File: src/rtl/mc_pkg.sv
// mc_pkg: shared definitions for the multicycle sequencer.
//   - opcode values of the supported MIPS subset
//   - FSM state encoding, ALU-op codes and trap-cause codes
//   - ctrl_t: registered datapath/handshake control bundle
//   - op_legal / ctrl_decode: opcode legality and per-state control decode
package mc_pkg;

    localparam int unsigned XLEN = 32;
    localparam int unsigned OP_W = 6;

    localparam logic [OP_W-1:0] OP_RTYPE = 6'h00;
    localparam logic [OP_W-1:0] OP_J     = 6'h02;
    localparam logic [OP_W-1:0] OP_BEQ   = 6'h04;
    localparam logic [OP_W-1:0] OP_BNE   = 6'h05;
    localparam logic [OP_W-1:0] OP_ADDI  = 6'h08;
    localparam logic [OP_W-1:0] OP_LW    = 6'h23;
    localparam logic [OP_W-1:0] OP_SW    = 6'h2B;

    localparam logic [1:0] ALU_ADD   = 2'b00;
    localparam logic [1:0] ALU_SUB   = 2'b01;
    localparam logic [1:0] ALU_FUNCT = 2'b10;

    localparam logic [1:0] CAUSE_NONE     = 2'b00;
    localparam logic [1:0] CAUSE_ILLEGAL  = 2'b01;
    localparam logic [1:0] CAUSE_IMEM_TMO = 2'b10;
    localparam logic [1:0] CAUSE_DMEM_TMO = 2'b11;

    typedef enum logic [2:0] {
        ST_IDLE   = 3'd0,
        ST_FETCH  = 3'd1,
        ST_DECODE = 3'd2,
        ST_EXEC   = 3'd3,
        ST_MEM    = 3'd4,
        ST_WB     = 3'd5,
        ST_TRAP   = 3'd6
    } state_e;

    typedef struct packed {
        logic       imem_req;
        logic       dmem_req;
        logic       dmem_we;
        logic       reg_dst;
        logic       alu_src;
        logic       mem_to_reg;
        logic [1:0] alu_op;
        logic       reg_write;
        logic       trap;
    } ctrl_t;

    // Opcode legality; bne is legal only when enabled.
    function automatic logic op_legal(input logic [OP_W-1:0] op, input logic en_bne);
        logic legal;
        legal = 1'b0;
        case (op)
            OP_RTYPE, OP_LW, OP_SW, OP_BEQ, OP_ADDI, OP_J: legal = 1'b1;
            OP_BNE:  legal = en_bne;
            default: legal = 1'b0;
        endcase
        return legal;
    endfunction

    // Moore control decode of a state and the latched opcode.
    function automatic ctrl_t ctrl_decode(input state_e st, input logic [OP_W-1:0] op);
        ctrl_t c;
        logic  in_dp;
        c     = '0;
        in_dp = (st == ST_EXEC) || (st == ST_MEM) || (st == ST_WB);
        if (in_dp) begin
            c.reg_dst    = (op == OP_RTYPE);
            c.alu_src    = (op == OP_LW) || (op == OP_SW) || (op == OP_ADDI);
            c.mem_to_reg = (op == OP_LW);
            if (op == OP_RTYPE) begin
                c.alu_op = ALU_FUNCT;
            end else if ((op == OP_BEQ) || (op == OP_BNE)) begin
                c.alu_op = ALU_SUB;
            end else begin
                c.alu_op = ALU_ADD;
            end
        end
        c.imem_req  = (st == ST_FETCH);
        c.dmem_req  = (st == ST_MEM);
        c.dmem_we   = (st == ST_MEM) && (op == OP_SW);
        c.reg_write = (st == ST_WB);
        c.trap      = (st == ST_TRAP);
        return c;
    endfunction

endpackage

File: src/rtl/mc_next_pc.sv
// mc_next_pc: combinational next-PC candidates.
//   pc_i       current PC (already advanced past the executing instruction)
//   idx_i      IR[25:0]; [15:0] is the branch immediate, all 26 bits the jump index
//   plus4_o    pc + 4
//   branch_o   pc + (sext(imm) << 2)
//   jump_o     {pc[31:28], idx, 2'b00}
// Targets are formed at 32 bits and truncated to PC_W (modulo 2^PC_W).
module mc_next_pc #(
    parameter int unsigned PC_W = 32
) (
    input  logic [PC_W-1:0] pc_i,
    input  logic [25:0]     idx_i,
    output logic [PC_W-1:0] plus4_o,
    output logic [PC_W-1:0] branch_o,
    output logic [PC_W-1:0] jump_o
);

    logic [31:0] pc32;
    logic [31:0] br_off;

    assign pc32     = 32'(pc_i);
    assign br_off   = {{14{idx_i[15]}}, idx_i[15:0], 2'b00};
    assign plus4_o  = PC_W'(pc32 + 32'd4);
    assign branch_o = PC_W'(pc32 + br_off);
    assign jump_o   = PC_W'({pc32[31:28], idx_i, 2'b00});

endmodule

File: src/rtl/multicycle_sequencer.sv
// multicycle_sequencer: multi-cycle MIPS-subset sequencer owning PC and IR.
// Steps each instruction through FETCH/DECODE/EXEC/MEM/WB with req/ready
// handshakes to variable-latency instruction and data memories, a memory
// wait timeout, an illegal-opcode trap and a retire pulse.
// Ports:
//   clk, rst_n                    clock, async active-low reset
//   imem_req/addr/ready/rdata     instruction fetch handshake
//   dmem_req/we/ready             data access handshake
//   zero                          ALU zero flag (branch condition)
//   instr                         latched instruction to the datapath
//   reg_dst/alu_src/mem_to_reg    datapath mux selects
//   alu_op, reg_write             ALU operation class, register write enable
//   retire                        pulse in the final cycle of an instruction
//   trap, trap_cause              sticky trap flag and its cause
module multicycle_sequencer
    import mc_pkg::*;
#(
    parameter int unsigned PC_W        = 32,
    parameter logic [31:0] RESET_PC    = 32'h0000_0000,
    parameter int unsigned MEM_TIMEOUT = 16,
    parameter bit          EN_BNE      = 1'b1
) (
    input  logic            clk,
    input  logic            rst_n,
    output logic            imem_req,
    output logic [PC_W-1:0] imem_addr,
    input  logic            imem_ready,
    input  logic [XLEN-1:0] imem_rdata,
    output logic            dmem_req,
    output logic            dmem_we,
    input  logic            dmem_ready,
    input  logic            zero,
    output logic [XLEN-1:0] instr,
    output logic            reg_dst,
    output logic            alu_src,
    output logic            mem_to_reg,
    output logic [1:0]      alu_op,
    output logic            reg_write,
    output logic            retire,
    output logic            trap,
    output logic [1:0]      trap_cause
);

    localparam logic [PC_W-1:0]   RESET_PC_A = PC_W'(RESET_PC & 32'hFFFF_FFFC);
    localparam int unsigned       WAIT_W     = (MEM_TIMEOUT > 1) ? $clog2(MEM_TIMEOUT) : 1;
    localparam logic [WAIT_W-1:0] WAIT_LAST  = WAIT_W'(MEM_TIMEOUT - 1);
    localparam bit                TMO_EN     = (MEM_TIMEOUT != 0);

    state_e            state_q, state_d;
    logic [PC_W-1:0]   pc_q, pc_d;
    logic [XLEN-1:0]   ir_q, ir_d;
    logic [WAIT_W-1:0] wait_q, wait_d;
    logic [1:0]        cause_q, cause_d;
    ctrl_t             ctrl_q;

    logic [OP_W-1:0]   opcode;
    logic [PC_W-1:0]   pc_plus4, pc_branch, pc_jump;
    logic              timeout_c;

    assign opcode = ir_q[31:26];

    // Not-ready cycle that would be the MEM_TIMEOUT-th consecutive one.
    assign timeout_c = TMO_EN && (wait_q == WAIT_LAST);

    mc_next_pc #(
        .PC_W (PC_W)
    ) u_next_pc (
        .pc_i     (pc_q),
        .idx_i    (ir_q[25:0]),
        .plus4_o  (pc_plus4),
        .branch_o (pc_branch),
        .jump_o   (pc_jump)
    );

    // Next-state, PC/IR update and wait-counter logic.
    always_comb begin
        state_d = state_q;
        pc_d    = pc_q;
        ir_d    = ir_q;
        wait_d  = wait_q;
        cause_d = cause_q;
        case (state_q)
            ST_IDLE: state_d = ST_FETCH;
            ST_FETCH: begin
                if (imem_ready) begin
                    ir_d    = imem_rdata;
                    pc_d    = pc_plus4;
                    state_d = ST_DECODE;
                end else if (timeout_c) begin
                    cause_d = CAUSE_IMEM_TMO;
                    state_d = ST_TRAP;
                end else begin
                    wait_d = wait_q + WAIT_W'(1);
                end
            end
            ST_DECODE: begin
                if (!op_legal(opcode, EN_BNE)) begin
                    cause_d = CAUSE_ILLEGAL;
                    state_d = ST_TRAP;
                end else if (opcode == OP_J) begin
                    pc_d    = pc_jump;
                    state_d = ST_FETCH;
                end else begin
                    state_d = ST_EXEC;
                end
            end
            ST_EXEC: begin
                case (opcode)
                    OP_BEQ: begin
                        if (zero) pc_d = pc_branch;
                        state_d = ST_FETCH;
                    end
                    OP_BNE: begin
                        if (!zero) pc_d = pc_branch;
                        state_d = ST_FETCH;
                    end
                    OP_RTYPE, OP_ADDI: state_d = ST_WB;
                    OP_LW, OP_SW:      state_d = ST_MEM;
                    default:           state_d = ST_FETCH;
                endcase
            end
            ST_MEM: begin
                if (dmem_ready) begin
                    state_d = (opcode == OP_SW) ? ST_FETCH : ST_WB;
                end else if (timeout_c) begin
                    cause_d = CAUSE_DMEM_TMO;
                    state_d = ST_TRAP;
                end else begin
                    wait_d = wait_q + WAIT_W'(1);
                end
            end
            ST_WB:   state_d = ST_FETCH;
            ST_TRAP: state_d = ST_TRAP;
            default: state_d = ST_IDLE;
        endcase
        if (state_d != state_q) wait_d = '0;
    end

    // State, PC/IR and control registers; controls decoded from the next state.
    always_ff @(posedge clk or negedge rst_n) begin
        if (!rst_n) begin
            state_q <= ST_IDLE;
            pc_q    <= RESET_PC_A;
            ir_q    <= '0;
            wait_q  <= '0;
            cause_q <= CAUSE_NONE;
            ctrl_q  <= '0;
        end else begin
            state_q <= state_d;
            pc_q    <= pc_d;
            ir_q    <= ir_d;
            wait_q  <= wait_d;
            cause_q <= cause_d;
            ctrl_q  <= ctrl_decode(state_d, ir_d[31:26]);
        end
    end

    assign imem_req   = ctrl_q.imem_req;
    assign imem_addr  = pc_q;
    assign dmem_req   = ctrl_q.dmem_req;
    assign dmem_we    = ctrl_q.dmem_we;
    assign instr      = ir_q;
    assign reg_dst    = ctrl_q.reg_dst;
    assign alu_src    = ctrl_q.alu_src;
    assign mem_to_reg = ctrl_q.mem_to_reg;
    assign alu_op     = ctrl_q.alu_op;
    assign reg_write  = ctrl_q.reg_write;
    assign trap       = ctrl_q.trap;
    assign trap_cause = cause_q;

    // A store completes in MEM on the ready cycle itself, so retire must see dmem_ready.
    assign retire = (state_q == ST_WB)
                  || ((state_q == ST_DECODE) && (opcode == OP_J))
                  || ((state_q == ST_EXEC) && ((opcode == OP_BEQ) || (opcode == OP_BNE)))
                  || ((state_q == ST_MEM) && (opcode == OP_SW) && dmem_ready);

endmodule

File: config.mk
export PLATFORM = sky130hd
export DESIGN_NAME = multicycle_sequencer
export DESIGN_NICKNAME = d
export VERILOG_FILES = /design/src/rtl/mc_pkg.sv /design/src/rtl/mc_next_pc.sv /design/src/rtl/multicycle_sequencer.sv
export SDC_FILE = /design/constraint.sdc
export NUM_CORES = 1
export LEC_CHECK = 0
export BUFFER_PORTS_ARGS = -buffer_cell sky130_fd_sc_hd__buf_2
export CORE_AREA = 2 2 132 134
export CTS_CLUSTER_SIZE = 8
export DETAILED_ROUTE_END_ITERATION = 10
export DIE_AREA = 0 0 134 136
export PLACE_DENSITY = 0.62
export SYNTH_ARGS = -nofsm -noshare
export SYNTH_HDL_FRONTEND = slang
export SYNTH_HIERARCHICAL = 1
export SYNTH_SLANG_ARGS = --single-unit
File: constraint.sdc
create_clock -name clk -period 2.98 [get_ports clk]
set_input_delay 0.149 -clock clk [delete_from_list [all_inputs] [get_ports clk]]
set_output_delay 0.149 -clock clk [all_outputs]
set_load 0.02 [all_outputs]
==> flow_summary.toml <==
[run_status]
status = "completed"

[timing]
skew_ns = 0.01070
period_share_pct = 95.08
fmax_mhz = 353.0
relSlewSlack_pct = 55.27
worst_slew_pin_slew_ns = 0.6670
fin_crit_ns = 2.833
final.setup.worst_slack_ns = 0.1468
finalSetupViolCount = 0
slew_violations = 0
hold_violations = 0
holdWs_ns = 0.02460

[job]
maxCapViolCount = 0

[global_routing]
grt_overflow = 0
grt_pass1_vias = 5293
antenna_found_initial = 0
grt_max_degree = 83
grt_use_total_pct = 18.65
grt_pass1_wl_um = 27230

[drt]
wl_per_cell_um = 15.58
post_drt_via_cell_ratio = 5.240
ant_nets = 0
vias = 5570
drc = 0
first_pass_iters = 4
drt_iter0_drc = 354
routed_wl_um = 16560

[synthesis]
ys_types = 72
synth-seq-cells = 82
synth_ff_type = "dfrtp_1"
yosysSeqAreaShare_pct = 30.98
syn_area_mm2 = 0.006624
synth_warnings = 6
synth.avg_cell_area_um2 = 8.808
synth_edf_count = 0
synthArstFlopShare_pct = 100.0
synth_cells = 752

[power]
p_int_mw = 4.871
ir_worst_vdd_mv = 0.5721
clkPwrFrac_pct = 12.3
power_switching_mw = 4.753
comb_power_share_pct = 65.3
power_frac_seq_pct = 22.3
powerDensity_mw_per_mm2 = 1255
swShare_pct = 49.38
leakage_nw = 3.573

[clocking]
clock_latency_ns = 0.35
numCtsBuffers = 9
path_clk_slew_ns = 0.07
cts_tree = "yes"
cts_sinks = 82
h-tree-depth = 3
clockRootBuffer = "clkbuf_16"
clockBufferDepth = 2

[cells_and_area]
mostFrequentLayoutCells = "buf_2 (112), dfrtp_1 (79), nand2_1 (71)"
nets = 902
syn_to_final_growth_pct = 15.81
n_fill_cell = 1667
mostFrequentLayoutCell = "buf_2"
diodes = 0
utilization_pct = 45.46
drive_gt1_share_pct = 28.04

[critical_path]
crit_fanout = 6
slowest_stage = "dfrtp_1"
r2r.worst_path.cells = 12
cp.arrival_ns = 3.11
r2r-start = "imem_addr[5]"
end_kind = "register"
critPathKind = "register to register"
r2r_slack_ns = 0.15
start_kind = "register"
reg2reg_to = "imem_addr[25]"
required_ns = 3.25
max_stage_delay_ns = 0.46
crit_chain = "ha_4, a21o_1, a21oi_2, a211oi_4, o41ai_2, o21a_1, o21ai_1, xor2_1, mux2i_1, nor2_1, a21oi_1, o21ai_0"

[die]
fp.dieH_um = 136
core_region_area_mm2 = 0.01688
die_x_um = 134
start_util_pct = 39.25
die_area_mm2 = 0.01822
rows = 48
io_pins = 114

[place]
dp_hpwl_um = 12340
port_buffers = 113
dpl_worst_slack_ns = 0.06317
gp_congestion = 0.8796

[min_path]
hold_path_class = "primary input to register"
min_to = "instr[21]"
min_from = "imem_rdata[21]"
whs_path_depth = 2
==> power by group through the flow <==
stage	registers, mW	clock network [mW]	logic (mW)
4_1_cts	2.15	1.22	6.13
3_5_place_dp	2.17	0	6.09
5_1_grt	2.24	1.26	6.98
3_3_place_gp	2.15	0	6.08
2_1_floorplan	2.54	0	4.45
6_report	2.15	1.18	6.29
==> Yosys cell counts (all sizes together), types with 2 or more instances <==
cell / count / area share [%]
a21oi: 69 / 5.3
a31oi: 3 / 0.28
buf: 63 / 6.6
o31ai: 5 / 0.72
ha: 31 / 5.9
or3: 5 / 0.62
a21boi: 2 / 0.28
o21a: 5 / 0.57
mux2: 30 / 5.1
or3b: 4 / 0.53
clkbuf: 12 / 0.68
and4: 3 / 0.40
and3: 9 / 0.87
nor2: 62 / 3.6
o211ai: 6 / 0.68
o41ai: 2 / 0.66
a211o: 3 / 0.40
nand3: 20 / 1.5
o2111ai: 2 / 0.26
a21o: 12 / 1.4
nand2b: 8 / 0.76
a211oi: 5 / 0.64
nor2b: 7 / 0.66
inv: 18 / 1.0
nor3b: 4 / 0.45
nand2: 73 / 4.1
xor2: 26 / 3.4
nor3: 18 / 1.5
nor4: 4 / 0.47
a41oi: 2 / 0.26
nand4: 9 / 0.94
xnor2: 34 / 4.5
mux2i: 38 / 5.7
and2: 3 / 0.32
a2111oi: 5 / 1.3
dfrtp: 82 / 31
o21bai: 4 / 0.45
o21ai: 48 / 3.6
==> layout make-up <==
type                    count  area, µm²  area share [%]
clock buffers               9      225.2           2.936
clock inverters             7      83.83           1.093
inverters                  18      67.56          0.8808
multi-input cells         578       4141           53.99
flip-flops and latches     82       2056           26.80
well taps                 225      281.5           3.670
repair buffers            144      815.8           10.63
==> through the flow <==
step                      total power, mW  cells  instance area [µm²]  setup TNS (ns)
after global routing                10.48   1063                 7671        -0.03249
after floorplan                     6.988    753                 6628               0
after detailed placement            8.261   1044                 7247               0
after CTS                           9.506   1061                 7566               0
final                               9.624   1063                 7671               0
after global placement              8.229   1044                 7247               0
==> critical path: cells and delay by family (launching register included) <==
family                     cells  cell delay, ns
muxes                          1            0.11
and+or+nand+nor                1            0.10
AOI/OAI and AO/OA              8            1.53
xor gates and xnor gates       1            0.24
DFF                            1            0.46
adders and majority gates      1            0.30
==> logic make-up after synthesis <==
group                      synth area share [%]
adders and majority gates                 6.158
muxes                                     10.84
DFF                                       30.98
xor gates and xnor gates                  7.934
other                                   0.05661
and+or+nand+nor                           17.83
AOI/OAI and AO/OA                         17.93
buffers and inverters                     8.273
==> repair_timing <==
action                                  4_1_cts  5_1_grt
endpoints found under the setup margin        0       12
setup buffers                                 0        2
hold buffers                                  1        0
resized for setup                             0       23
endpoints found under the hold margin        82        0
==> per-layer routing <==
layer	vias up	GRT usage (%)	part of all wire [%]
li1	2801	-	-
met1	2652	25.54	48
met3	16	4.027	4.1
met4	0	5.733	1.7
met2	101	29.54	46
met5	-	0	0
==> worst max path at each step <==
stage	start	to	slack (ns)	cells past startpoint
after floorplan	instr[15]	imem_addr[29]	0.19	13
after global placement	instr[6]	imem_addr[27]	0.12	12
after detailed placement	imem_addr[3]	imem_addr[19]	0.06	12
after CTS	imem_addr[3]	imem_addr[19]	0.05	12
after global routing	imem_addr[5]	imem_addr[29]	-0.02	12
final	imem_addr[5]	imem_addr[25]	0.15	12
(Power assumes the default switching activity.)
